### src/rtl/fw_sram_wishbone_initiator.sv
// SRAM-style request port to single-beat Wishbone initiator, with sticky bus-error capture.
// Optional BUS-phase watchdog enabled by defining FW_SRAM_WB_INITIATOR_TIMEOUT_EN.
module fw_sram_wishbone_initiator #(
    parameter int ADR_WIDTH = 32,
    parameter int DAT_WIDTH = 32,
    parameter int TIMEOUT   = 255
) (
    input  logic                   clock,
    input  logic                   reset,
    input  logic [ADR_WIDTH-1:0]   t_addr,
    input  logic                   t_read_en,
    input  logic                   t_write_en,
    input  logic [DAT_WIDTH/8-1:0] t_byte_en,
    input  logic [DAT_WIDTH-1:0]   t_write_data,
    output logic [DAT_WIDTH-1:0]   t_read_data,
    output logic                   t_read_valid,
    output logic                   t_busy,
    output logic                   t_error,
    output logic [ADR_WIDTH-1:0]   t_error_addr,
    input  logic                   t_error_clr,
    output logic [ADR_WIDTH-1:0]   i_adr,
    output logic [DAT_WIDTH-1:0]   i_dat_w,
    output logic [DAT_WIDTH/8-1:0] i_sel,
    output logic                   i_we,
    output logic                   i_cyc,
    output logic                   i_stb,
    input  logic [DAT_WIDTH-1:0]   i_dat_r,
    input  logic                   i_ack,
    input  logic                   i_err
);
    localparam logic [1:0] IDLE = 2'd0;
    localparam logic [1:0] BUS  = 2'd1;
    localparam logic [1:0] RESP = 2'd2;

    logic [1:0]             state_q, state_d;
    logic [ADR_WIDTH-1:0]   adr_q, adr_d;
    logic [DAT_WIDTH-1:0]   dat_w_q, dat_w_d;
    logic [DAT_WIDTH/8-1:0] sel_q, sel_d;
    logic                   we_q, we_d;
    logic                   cyc_q, cyc_d;
    logic [DAT_WIDTH-1:0]   rdata_q, rdata_d;
    logic                   rvalid_q, rvalid_d;
    logic                   error_q, error_d;
    logic [ADR_WIDTH-1:0]   err_addr_q, err_addr_d;
    logic                   timeout_hit;
    logic                   bus_err;
    logic                   bus_done;

`ifdef FW_SRAM_WB_INITIATOR_TIMEOUT_EN
    localparam int WD_W = ($clog2(TIMEOUT + 1) > 8) ? $clog2(TIMEOUT + 1) : 8;
    logic [WD_W-1:0] wdog_q, wdog_d;

    // Compare against TIMEOUT-1 so the bus is held for exactly TIMEOUT cycles.
    assign timeout_hit = (wdog_q == WD_W'(TIMEOUT - 1));

    always_comb begin
        wdog_d = wdog_q;
        if (state_q == IDLE) begin
            wdog_d = '0;
        end else if (state_q == BUS && !bus_done) begin
            wdog_d = wdog_q + 1'b1;
        end
    end

    always_ff @(posedge clock or negedge reset) begin
        if (!reset) begin
            wdog_q <= '0;
        end else begin
            wdog_q <= wdog_d;
        end
    end
`else
    assign timeout_hit = 1'b0;
`endif

    assign bus_err  = i_err | (timeout_hit & ~i_ack);
    assign bus_done = i_ack | i_err | timeout_hit;

    always_comb begin
        state_d    = state_q;
        adr_d      = adr_q;
        dat_w_d    = dat_w_q;
        sel_d      = sel_q;
        we_d       = we_q;
        cyc_d      = cyc_q;
        rdata_d    = rdata_q;
        rvalid_d   = 1'b0;
        error_d    = error_q & ~t_error_clr;
        err_addr_d = err_addr_q;
        case (state_q)
            IDLE: begin
                if (t_read_en || t_write_en) begin
                    adr_d   = t_addr;
                    we_d    = t_write_en;
                    sel_d   = t_write_en ? t_byte_en : '1;
                    dat_w_d = t_write_en ? t_write_data : '0;
                    cyc_d   = 1'b1;
                    state_d = BUS;
                end
            end
            BUS: begin
                if (bus_done) begin
                    cyc_d   = 1'b0;
                    state_d = RESP;
                    if (!we_q) begin
                        rvalid_d = 1'b1;
                        rdata_d  = bus_err ? '0 : i_dat_r;
                    end
                    // Setting wins over a same-cycle clear; address only latches the first error.
                    if (bus_err) begin
                        error_d = 1'b1;
                        if (!error_q) begin
                            err_addr_d = adr_q;
                        end
                    end
                end
            end
            RESP: state_d = IDLE;
            default: state_d = IDLE;
        endcase
    end

    always_ff @(posedge clock or negedge reset) begin
        if (!reset) begin
            state_q    <= IDLE;
            adr_q      <= '0;
            dat_w_q    <= '0;
            sel_q      <= '0;
            we_q       <= 1'b0;
            cyc_q      <= 1'b0;
            rdata_q    <= '0;
            rvalid_q   <= 1'b0;
            error_q    <= 1'b0;
            err_addr_q <= '0;
        end else begin
            state_q    <= state_d;
            adr_q      <= adr_d;
            dat_w_q    <= dat_w_d;
            sel_q      <= sel_d;
            we_q       <= we_d;
            cyc_q      <= cyc_d;
            rdata_q    <= rdata_d;
            rvalid_q   <= rvalid_d;
            error_q    <= error_d;
            err_addr_q <= err_addr_d;
        end
    end

    assign t_busy       = (state_q != IDLE);
    assign t_read_data  = rdata_q;
    assign t_read_valid = rvalid_q;
    assign t_error      = error_q;
    assign t_error_addr = err_addr_q;
    assign i_adr        = adr_q;
    assign i_dat_w      = dat_w_q;
    assign i_sel        = sel_q;
    assign i_we         = we_q;
    assign i_cyc        = cyc_q;
    assign i_stb        = cyc_q;
endmodule

### config.mk
export PLATFORM = sky130hd
export DESIGN_NAME = fw_sram_wishbone_initiator
export DESIGN_NICKNAME = d
export VERILOG_FILES = /design/src/rtl/fw_sram_wishbone_initiator.sv
export SDC_FILE = /design/constraint.sdc
export NUM_CORES = 1
export LEC_CHECK = 0
export CAP_MARGIN = 20
export CORE_MARGIN = 4
export CORE_UTILIZATION = 37
export DETAILED_ROUTE_END_ITERATION = 8
export HOLD_SLACK_MARGIN = 0.15
export PLACE_DENSITY_LB_ADDON = 0.08
export SYNTH_ARGS = -nofsm -noshare
export SYNTH_HDL_FRONTEND = slang
export SYNTH_SLANG_ARGS = --single-unit
### constraint.sdc
create_clock -name clock -period 1.4 [get_ports clock]
set_input_delay 0.21 -clock clock [delete_from_list [all_inputs] [get_ports clock]]
set_output_delay 0.21 -clock clock [all_outputs]
set_load 0.03 [all_outputs]
==> metrics.txt, run 1 <==
total CTS buffers 17; Yosys reg bits 138; Syn Area/Cell 15.50 sq um; Via density 4.742; Pins Over Slew Limit 0; post-synth top area share 0.6513; layout cells sized above 1 0.3949; port bufs 244; Hold WC Path Type input pin to asynchronous set/reset pin; DP Area 0.008118 sq mm; max-cap violations 0; crit-path cells nand2b_4, nor3_4, buf_12, mux2_2; GRT Overall Usage 0.1818; Pleak 4.067 nW; clk_lat worst skew 410 ps; dominant cells by area after synthesis dfrtp_1 65%, mux2_2 20%, a22o_1 5.3%; worst stage delay on the critical path 400 ps; CP Capture Type register; final routed DRC violation total 0; Post-Place Cells 765; CP max FO 33; hold_ws 236.0 ps; most common cell after layout, fill and taps aside dfrtp_1; Synth-to-Final Area Change 67.18%; Final period util 1.068; # rows 43; cell taking the most area after synthesis dfrtp_1; R2R depth 4; Synth cell types 25; clk root buf clkbuf_16; Die Ht 127.7 microns; Final Core Density 0.6362; Worst-path clk slew 60 ps; Fillers 1,090; die area 0.01631 sq mm; H-tree depth 4; total grt overflow 0; Warnings, synthesis 0; Final Hold Vio Count 0; CTS tree done; CP startpoint state_q[1]$_DFFE_PN0P_; Final ANT Viol Nets 0; initial antenna violation count 0; Antenna Cells 0; max_slew headroom 0.7703; Final Non-Filler Cells 803; Startpoint Class register; failing checks negative setup slack; run status complete, but fails checks; die span in x 127.7 microns; WL per Instance 17.99 microns; global-route wire length before repair 22,970 microns; DPL Wire Length 10,200 microns; initial core utilization 0.3805; clk_skew 5.545 ps; Cell Area, Synth 0.005303 sq mm; # clock sinks 138; syn_nets 449; routed wire length 14,440 microns; Max stage delay cell, worst path dfrtp_1; worst path required time 1690 ps; vias in the first global route 4,229; WP data arrival 1790 ps; Post-Syn Instances 342; Worst-Margin Slew 344.5 ps; Setup violations, final 86; I/O pins 245; Max VDD drop 0.001484 V; fmax 668.7 MHz; routed vias 3,808; Placeable Area 0.01393 sq mm; unrepaired setup endpoints after global routing true; worst setup margin -95.48 ps; Layout Nets 717; minimum clock period 1495 ps; Iteration-0 DRC Markers 155; most frequent cells in the layout 138 x dfrtp_1, 105 x clkdlybuf4s50_1, 50 x mux2_2, 48 x clkbuf_2, 47 x clkdlybuf4s15_1; sequential area share after synthesis 0.6513; Setup CP Type register to register; worst r2r src state_q[1]$_DFFE_PN0P_; largest net degree at the start of global routing 54; 1st-pass router iterations 4; RePlAce Congestion 0.8030; Power Density 2655 mW/mm^2; Bufs on Longest Clock Path 2; setup TNS -5647 ps; Finished Cell Area 0.008865 sq mm
==> final cells by class <==
| cell class | instances | area (sq um) | area share |
|---|---|---|---|
| Clock inverter | 11 | 192.7 | 0.02174 |
| Tap cell | 180 | 225.2 | 0.02541 |
| Timing Repair Buffer | 270 | 2624 | 0.2960 |
| Inverter | 3 | 11.26 | 0.001270 |
| Clock buffer | 21 | 460.4 | 0.05194 |
| Sequential cell | 138 | 3453 | 0.3896 |
| Multi-Input combinational cell | 180 | 1898 | 0.2141 |
==> stage by stage <==
step / setup WS, ps / power, W
floorplan: -69.77 / 0.01349
detailed placement: -376.6 / 0.01887
CTS: -96.02 / 0.02396
global route: -156.9 / 0.02467
global placement: -336.8 / 0.01870
finish: -95.48 / 0.02353
==> synthesized netlist by cell type (all sizes together) <==
master	n
nand2	2
dfrtp	138
clkbuf	7
inv	3
nor3	1
and2	1
a21oi	1
nor2	4
o21a	1
nand3b	1
and2b	2
buf	14
a21o	1
nand2b	1
a22o	32
o21ai	2
o22a	4
mux2	96
o31ai	1
nor2b	30
==> kinds of logic after synthesis <==
group                  after synthesis  share of synthesized area
muxes                               96                     0.2039
and+or+nand+nor                     42                    0.05073
DFF                                138                     0.6513
AOI/OAI and AO/OA                   42                    0.06654
buffers and inverters               24                    0.02761
==> final timing paths <==
| path | slack, ps | to |
|---|---|---|
| setup / recovery | -100 | t_read_data[9]$_DFFE_PN0P_ |
| hold / removal | 240 | i_adr[27]$_DFFE_PN0P_ |
| setup reg to reg | -100 | t_read_data[9]$_DFFE_PN0P_ |
| min in group clock | 400 | i_dat_w[22]$_DFFE_PN0P_ |
| hold reg to reg | 490 | t_error_addr[5]$_DFFE_PN0P_ |
| max in group asynchronous | 590 | t_read_data[28]$_DFFE_PN0P_ |
==> what timing repair did <==
action                                  in CTS  in global routing
setup buffers                                4                  0
gates cloned                                 1                  0
hold buffers                                 1                  0
pin swaps                                    1                  0
endpoints found under the setup margin     231                201
hold endpoints to repair                   138                  0
gates resized for setup                    320                 82
==> routing by layer <==
layer	global-route usage	wire [microns]	up-vias
li1	-	-	1757
met3	0.07375	1228	19
met1	0.2238	5977	1874
met5	0	0	-
met2	0.2893	6962	158
met4	0.06742	274	0
==> registers in the layout, indices dropped and copies added (netlist names) <==
register and cells:
i_adr 32, i_dat_w 32, t_error_addr 32, t_read_data 32, i_sel 4, state_q 2
i_cyc 1, i_we 1, t_error 1, t_read_valid 1
==> power breakdown <==
group          internal [W]  switching [W]
Sequential          0.00584        0.00117
Clock               0.00325        0.00164
Combinational       0.00527        0.00636
==> critical path: cells and delay by family (launching register included) <==
kind	cells	cell delay, ps
buffers and inverters	1	240
multiplexers	1	360
AND/OR/NAND/NOR	2	370
flip-flops	1	400
No activity file was read; power rests on OpenSTA's default activity.
==> run 2: changes to the inputs <==
--- a/config.mk
+++ b/config.mk
@@ -11,6 +11,7 @@
 export DETAILED_ROUTE_END_ITERATION = 8
 export HOLD_SLACK_MARGIN = 0.15
 export PLACE_DENSITY_LB_ADDON = 0.08
+export REMOVE_ABC_BUFFERS = 1
 export SYNTH_ARGS = -nofsm -noshare
 export SYNTH_HDL_FRONTEND = slang
 export SYNTH_SLANG_ARGS = --single-unit
==> run 2 against run 1 <==
Compared with the run above: cell count up 0.12%; setup slack better by 21 ps; register-to-register slack better by 20 ps; clock skew up 1.3 ps; design area down 1.3%; sequential share of layout area up 0.53 points; the run still ends with negative setup slack left; sequential power about the same; critical path type unchanged; routed wire length up 1.8%; die area unchanged; hold slack better by 60 ps; core utilization down 0.85 points.
==> metrics.txt, run 2 (synthesized netlist as in run 1, its figures left out) <==
Sw Pwr 0.009119 W; Combinational Power Share 0.472; met3 GRT Util 0.07083; Power Total 0.02320 W; Fillers 1,087; GR met2 Demand/Resource 0.2920; die area 0.01631 sq mm; Setup WS pre-CTS -506.0 ps; Synth-to-Final Area Change 64.94%; clk root buf clkbuf_16; Power Density 2653 mW/mm^2; port bufs 244; worst path required time 1690 ps; GRT Overall Usage 0.1841; max_slew headroom 0.6931; layout cells sized above 1 0.4071; clock power share 0.227; sequential cell area 0.003453 sq mm; # clock sinks 138; worst stage delay on the critical path 390 ps; routed wire length 14,700 microns; switching share of power 0.3931; RePlAce Congestion 0.7480; DPL Wire Length 10,510 microns; crit-path cells nand3b_1, nor2_4, buf_12, mux2_2; Final period util 1.053; Placeable Area 0.01393 sq mm; Pins Over Slew Limit 0; CP Capture Type register; Finished Cell Area 0.008746 sq mm; total grt overflow 0; Setup CP Type register to register; final routed DRC violation total 0; run status complete, but fails checks; Die Ht 127.7 microns; global-route wire length before repair 23,130 microns; CTS tree done; failing checks negative setup slack; initial core utilization 0.3805; Iteration-0 DRC Markers 156; fmax 678.0 MHz; Worst-Margin Slew 460.4 ps; H-tree depth 4; WL per Instance 18.29 microns; CP max FO 15; die span in x 127.7 microns; Pleak 3.951 nW; Setup violations, final 76; # rows 43; minimum clock period 1475 ps; largest net degree at the start of global routing 44; Antenna Cells 0; clk_skew 6.855 ps; Startpoint Class register; most used routing layer met2; unrepaired setup endpoints after global routing true; WP data arrival 1770 ps; Final ANT Viol Nets 0; Layout Nets 718; 1st-pass router iterations 4; multi-input logic area 0.001785 sq mm; internal power 0.01408 W; met1 usage 0.2290; worst setup margin -74.86 ps; Flop pwr share 0.301; Final Hold Vio Count 0; Max stage delay cell, worst path dfrtp_1; vias in the first global route 4,213; Final Core Density 0.6276; initial antenna violation count 0; max-cap violations 0; most frequent cells in the layout 138 x dfrtp_1, 105 x clkdlybuf4s50_1, 78 x mux2_2, 55 x clkbuf_2, 43 x clkdlybuf4s15_1; Register-to-Register Setup Slack -70 ps; I/O pins 245; clk_lat worst skew 410 ps; DP Area 0.008140 sq mm; hold_ws 296.1 ps; Hold WC Path Type input pin to asynchronous set/reset pin; Worst-path clk slew 60 ps; most common cell after layout, fill and taps aside dfrtp_1; Bufs on Longest Clock Path 2; Via density 4.831; Max VDD drop 0.001488 V; routed vias 3,884; total CTS buffers 17
run 2: cell type report:
| class | count | share of cell area |
|---|---|---|
| inverter | 3 | 0.001288 |
| clock inverter | 15 | 0.03104 |
| tap | 180 | 0.02575 |
| clock buffer | 17 | 0.04864 |
| multi-input combinational | 180 | 0.2041 |
| sequential | 138 | 0.3948 |
| timing repair buffer | 271 | 0.2943 |
run 2: worst paths after layout:
path	from	to	cells past startpoint
min	reset	t_read_data[17]$_DFFE_PN0P_	2
max reg2reg	state_q[1]$_DFFE_PN0P_	t_error_addr[6]$_DFFE_PN0P_	4
max in group asynchronous	reset	i_sel[3]$_DFFE_PN0P_	3
max	state_q[1]$_DFFE_PN0P_	t_error_addr[6]$_DFFE_PN0P_	4
min reg2reg	t_error_addr[5]$_DFFE_PN0P_	t_error_addr[5]$_DFFE_PN0P_	1
min in group clock	t_error_clr	t_error$_DFF_PN0_	2
run 2: through the flow:
step,cells,TNS (ps)
6_report,804,-3502
5_1_grt,804,-12330
2_1_floorplan,321,-64180
3_5_place_dp,767,-39200
4_1_cts,803,-6539
3_3_place_gp,767,-37930
run 2: metal layers:
metal	vias up	wire length, microns
li1	1760	-
met3	24	1169
met1	1955	6015
met5	-	0
met4	0	325
met2	145	7194
run 2: worst max-delay path, delay by kind of cell, from the launching register on:
family | cells | cell delay [ps]
mux | 1 | 340
buf+inv | 1 | 180
simple gates | 2 | 440
flops | 1 | 390
run 2: repair_timing:
action                                  CTS  global route
buffers inserted                          2             1
endpoints found under the setup margin  232           206
gates cloned                              1             0
hold buffers                              1             0
endpoints found under the hold margin   138             0
resized for setup                       299            82
pin swaps                                 1             0
run 2: power groups by stage:
stage | sequential, W | combinational, W | clock, W
2_1_floorplan | 0.0105 | 0.00277 | 0
3_3_place_gp | 0.00694 | 0.0116 | 0
3_5_place_dp | 0.00703 | 0.0117 | 0
4_1_cts | 0.00700 | 0.0114 | 0.00539
5_1_grt | 0.00726 | 0.0115 | 0.00554
6_report | 0.00698 | 0.0110 | 0.00526
==> run 3: changes to the inputs <==
--- a/config.mk
+++ b/config.mk
@@ -6,6 +6,7 @@
 export NUM_CORES = 1
 export LEC_CHECK = 0
 export CAP_MARGIN = 20
+export CORE_ASPECT_RATIO = 0.75
 export CORE_MARGIN = 4
 export CORE_UTILIZATION = 37
 export DETAILED_ROUTE_END_ITERATION = 8
==> run 3 against run 2 <==
Compared with the run above: largest power group unchanged; routed wire length grew 3.4%; cell count shrank 0.62%; the flow still finishes with violations (negative setup slack); core utilization about the same; critical path type unchanged; setup slack improved by 11 ps.
==> metrics.txt, run 3 (synthesized netlist as in run 1, its figures left out) <==
run status complete, but fails checks; failing checks negative setup slack; routed wire length 15,200 microns; Startpoint Class register; Final period util 1.046; unrepaired setup endpoints after global routing true; most common cell after layout, fill and taps aside dfrtp_1; total grt overflow 0; Bufs on Longest Clock Path 2; Sw Pwr 0.009287 W; Synth-to-Final Area Change 64.49%; Final Non-Filler Cells 799; initial core utilization 0.3818; die area 0.01633 sq mm; RR Endpoint t_error_addr[16]$_DFFE_PN0P_; Worst-Margin Slew 411.6 ps; Max VDD drop 0.001250 V; worst r2r src state_q[0]$_DFFE_PN0P_; WL per Instance 19.02 microns; fmax 683.0 MHz; WP data arrival 1750 ps; Final Hold Vio Count 0; Setup violations, final 68; Max stage delay cell, worst path dfrtp_1; most frequent cells in the layout 138 x dfrtp_1, 105 x clkdlybuf4s50_1, 68 x mux2_2, 64 x clkbuf_2, 52 x clkdlybuf4s15_1; total CTS buffers 17; switching share of power 0.4041; initial antenna violation count 0; Fillers 1,099; Register-to-Register Setup Slack -60 ps; most used routing layer met2; GR met2 Demand/Resource 0.2821; DPL Wire Length 10,640 microns; vias in the first global route 4,125; Layout Nets 719; I/O pins 245; final routed DRC violation total 0; GRT Overall Usage 0.1801; global-route wire length before repair 23,060 microns; Setup CP Type register to register; worst stage delay on the critical path 380 ps; Placeable Area 0.01389 sq mm; crit-path cells buf_6, nand3b_1, nor2_4, buf_12, mux2_2; Via density 4.840; minimum clock period 1464 ps; max_slew headroom 0.7256; Worst-path clk slew 60 ps; setup TNS -1898 ps; die span in x 146.2 microns; Flop pwr share 0.305; Iteration-0 DRC Markers 154; Die Ht 111.7 microns; internal power 0.01370 W; Combinational Power Share 0.497; 1st-pass router iterations 4; # clock sinks 138; largest net degree at the start of global routing 39; Pleak 4.000 nW; clock power share 0.198; clk_skew 9.369 ps; Antenna Cells 0; # rows 37; H-tree depth 4; CTS tree done; met1 usage 0.2233; Pins Over Slew Limit 0; worst setup margin -64.06 ps; worst path required time 1690 ps; CP Capture Type register; Hold WC Path Type input pin to asynchronous set/reset pin; max-cap violations 0; Power Density 2635 mW/mm^2; Post-Place Cells 761; CP max FO 32; met3 GRT Util 0.08950; R2R depth 5; port bufs 244; clk_lat worst skew 410 ps; layout cells sized above 1 0.3942; Final ANT Viol Nets 0; RePlAce Congestion 0.7739; routed vias 3,867; clk root buf clkbuf_16
## run 3: cell count changes in the layout (fill, tap and decap cells not counted), sizes merged
cell,delta
bufinv,-4
inv,+2
clkdlybuf4s15,-12
clkinvlp,+1
clkbuf,+13
buf,+2
dlygate4sd2,-1
clkinv,-1
## run 3: area by class of cell
| cell class | instances | area [sq um] | area share |
|---|---|---|---|
| Clock inverter | 13 | 167.7 | 0.01922 |
| Multi-Input combinational cell | 180 | 1828 | 0.2096 |
| Clock buffer | 18 | 439.2 | 0.05035 |
| Tap cell | 175 | 219.0 | 0.02510 |
| Inverter | 3 | 11.26 | 0.001291 |
| Timing Repair Buffer | 272 | 2604 | 0.2985 |
| Sequential cell | 138 | 3453 | 0.3959 |
## run 3: per-stage QoR
stage	util	setup WS (ps)	area (sq um)	power [W]	hold WS (ps)
floorplan	-	-555.8	5167	0.01324	-85.59
global placement	0.5890	-402.1	8180	0.01885	152.9
detailed placement	0.5890	-437.5	8180	0.01901	156.2
CTS	0.6322	-67.60	8780	0.02287	279.4
global route	0.6280	-116.0	8722	0.02413	294.4
finish	0.6280	-64.06	8722	0.02298	282.7
## run 3: how the worst max path moves through the flow
stage | endpoint | start
6_report | t_error_addr[16]$_DFFE_PN0P_ | state_q[0]$_DFFE_PN0P_
5_1_grt | t_busy | state_q[1]$_DFFE_PN0P_
4_1_cts | t_error_addr[23]$_DFFE_PN0P_ | state_q[0]$_DFFE_PN0P_
3_5_place_dp | t_read_data[1]$_DFFE_PN0P_ | i_err
3_3_place_gp | t_error_addr[13]$_DFFE_PN0P_ | i_err
2_1_floorplan | i_adr[0]$_DFFE_PN0P_ | state_q[1]$_DFFE_PN0P_
## run 3: power groups by stage
stage          registers [W]  logic [W]  clock network (W)
2_1_floorplan         0.0105    0.00277                  0
3_3_place_gp         0.00699     0.0119                  0
3_5_place_dp         0.00704     0.0120                  0
4_1_cts              0.00698     0.0112            0.00468
5_1_grt              0.00728     0.0120            0.00488
6_report             0.00702     0.0114            0.00455
## run 3: repair_timing
action	in CTS	in global routing
cloned	0	4
endpoints found under the setup margin	197	220
endpoints found under the hold margin	138	0
pin swaps	2	19
buffers inserted	2	0
hold buffers	1	0
resized for setup	225	146
## run 3: routing by layer
| layer | part of all wire | routed length (microns) |
|---|---|---|
| met2 | 0.48 | 7288 |
| met5 | 0 | 0 |
| met3 | 0.097 | 1479 |
| met1 | 0.41 | 6282 |
| met4 | 0.0097 | 148 |
## run 3: critical path, delay by kind of cell (launching register included)
kind,cells,cell delay [ps]
DFF,1,380
muxes,1,360
buffers and inverters,2,330
and+or+nand+nor,2,260
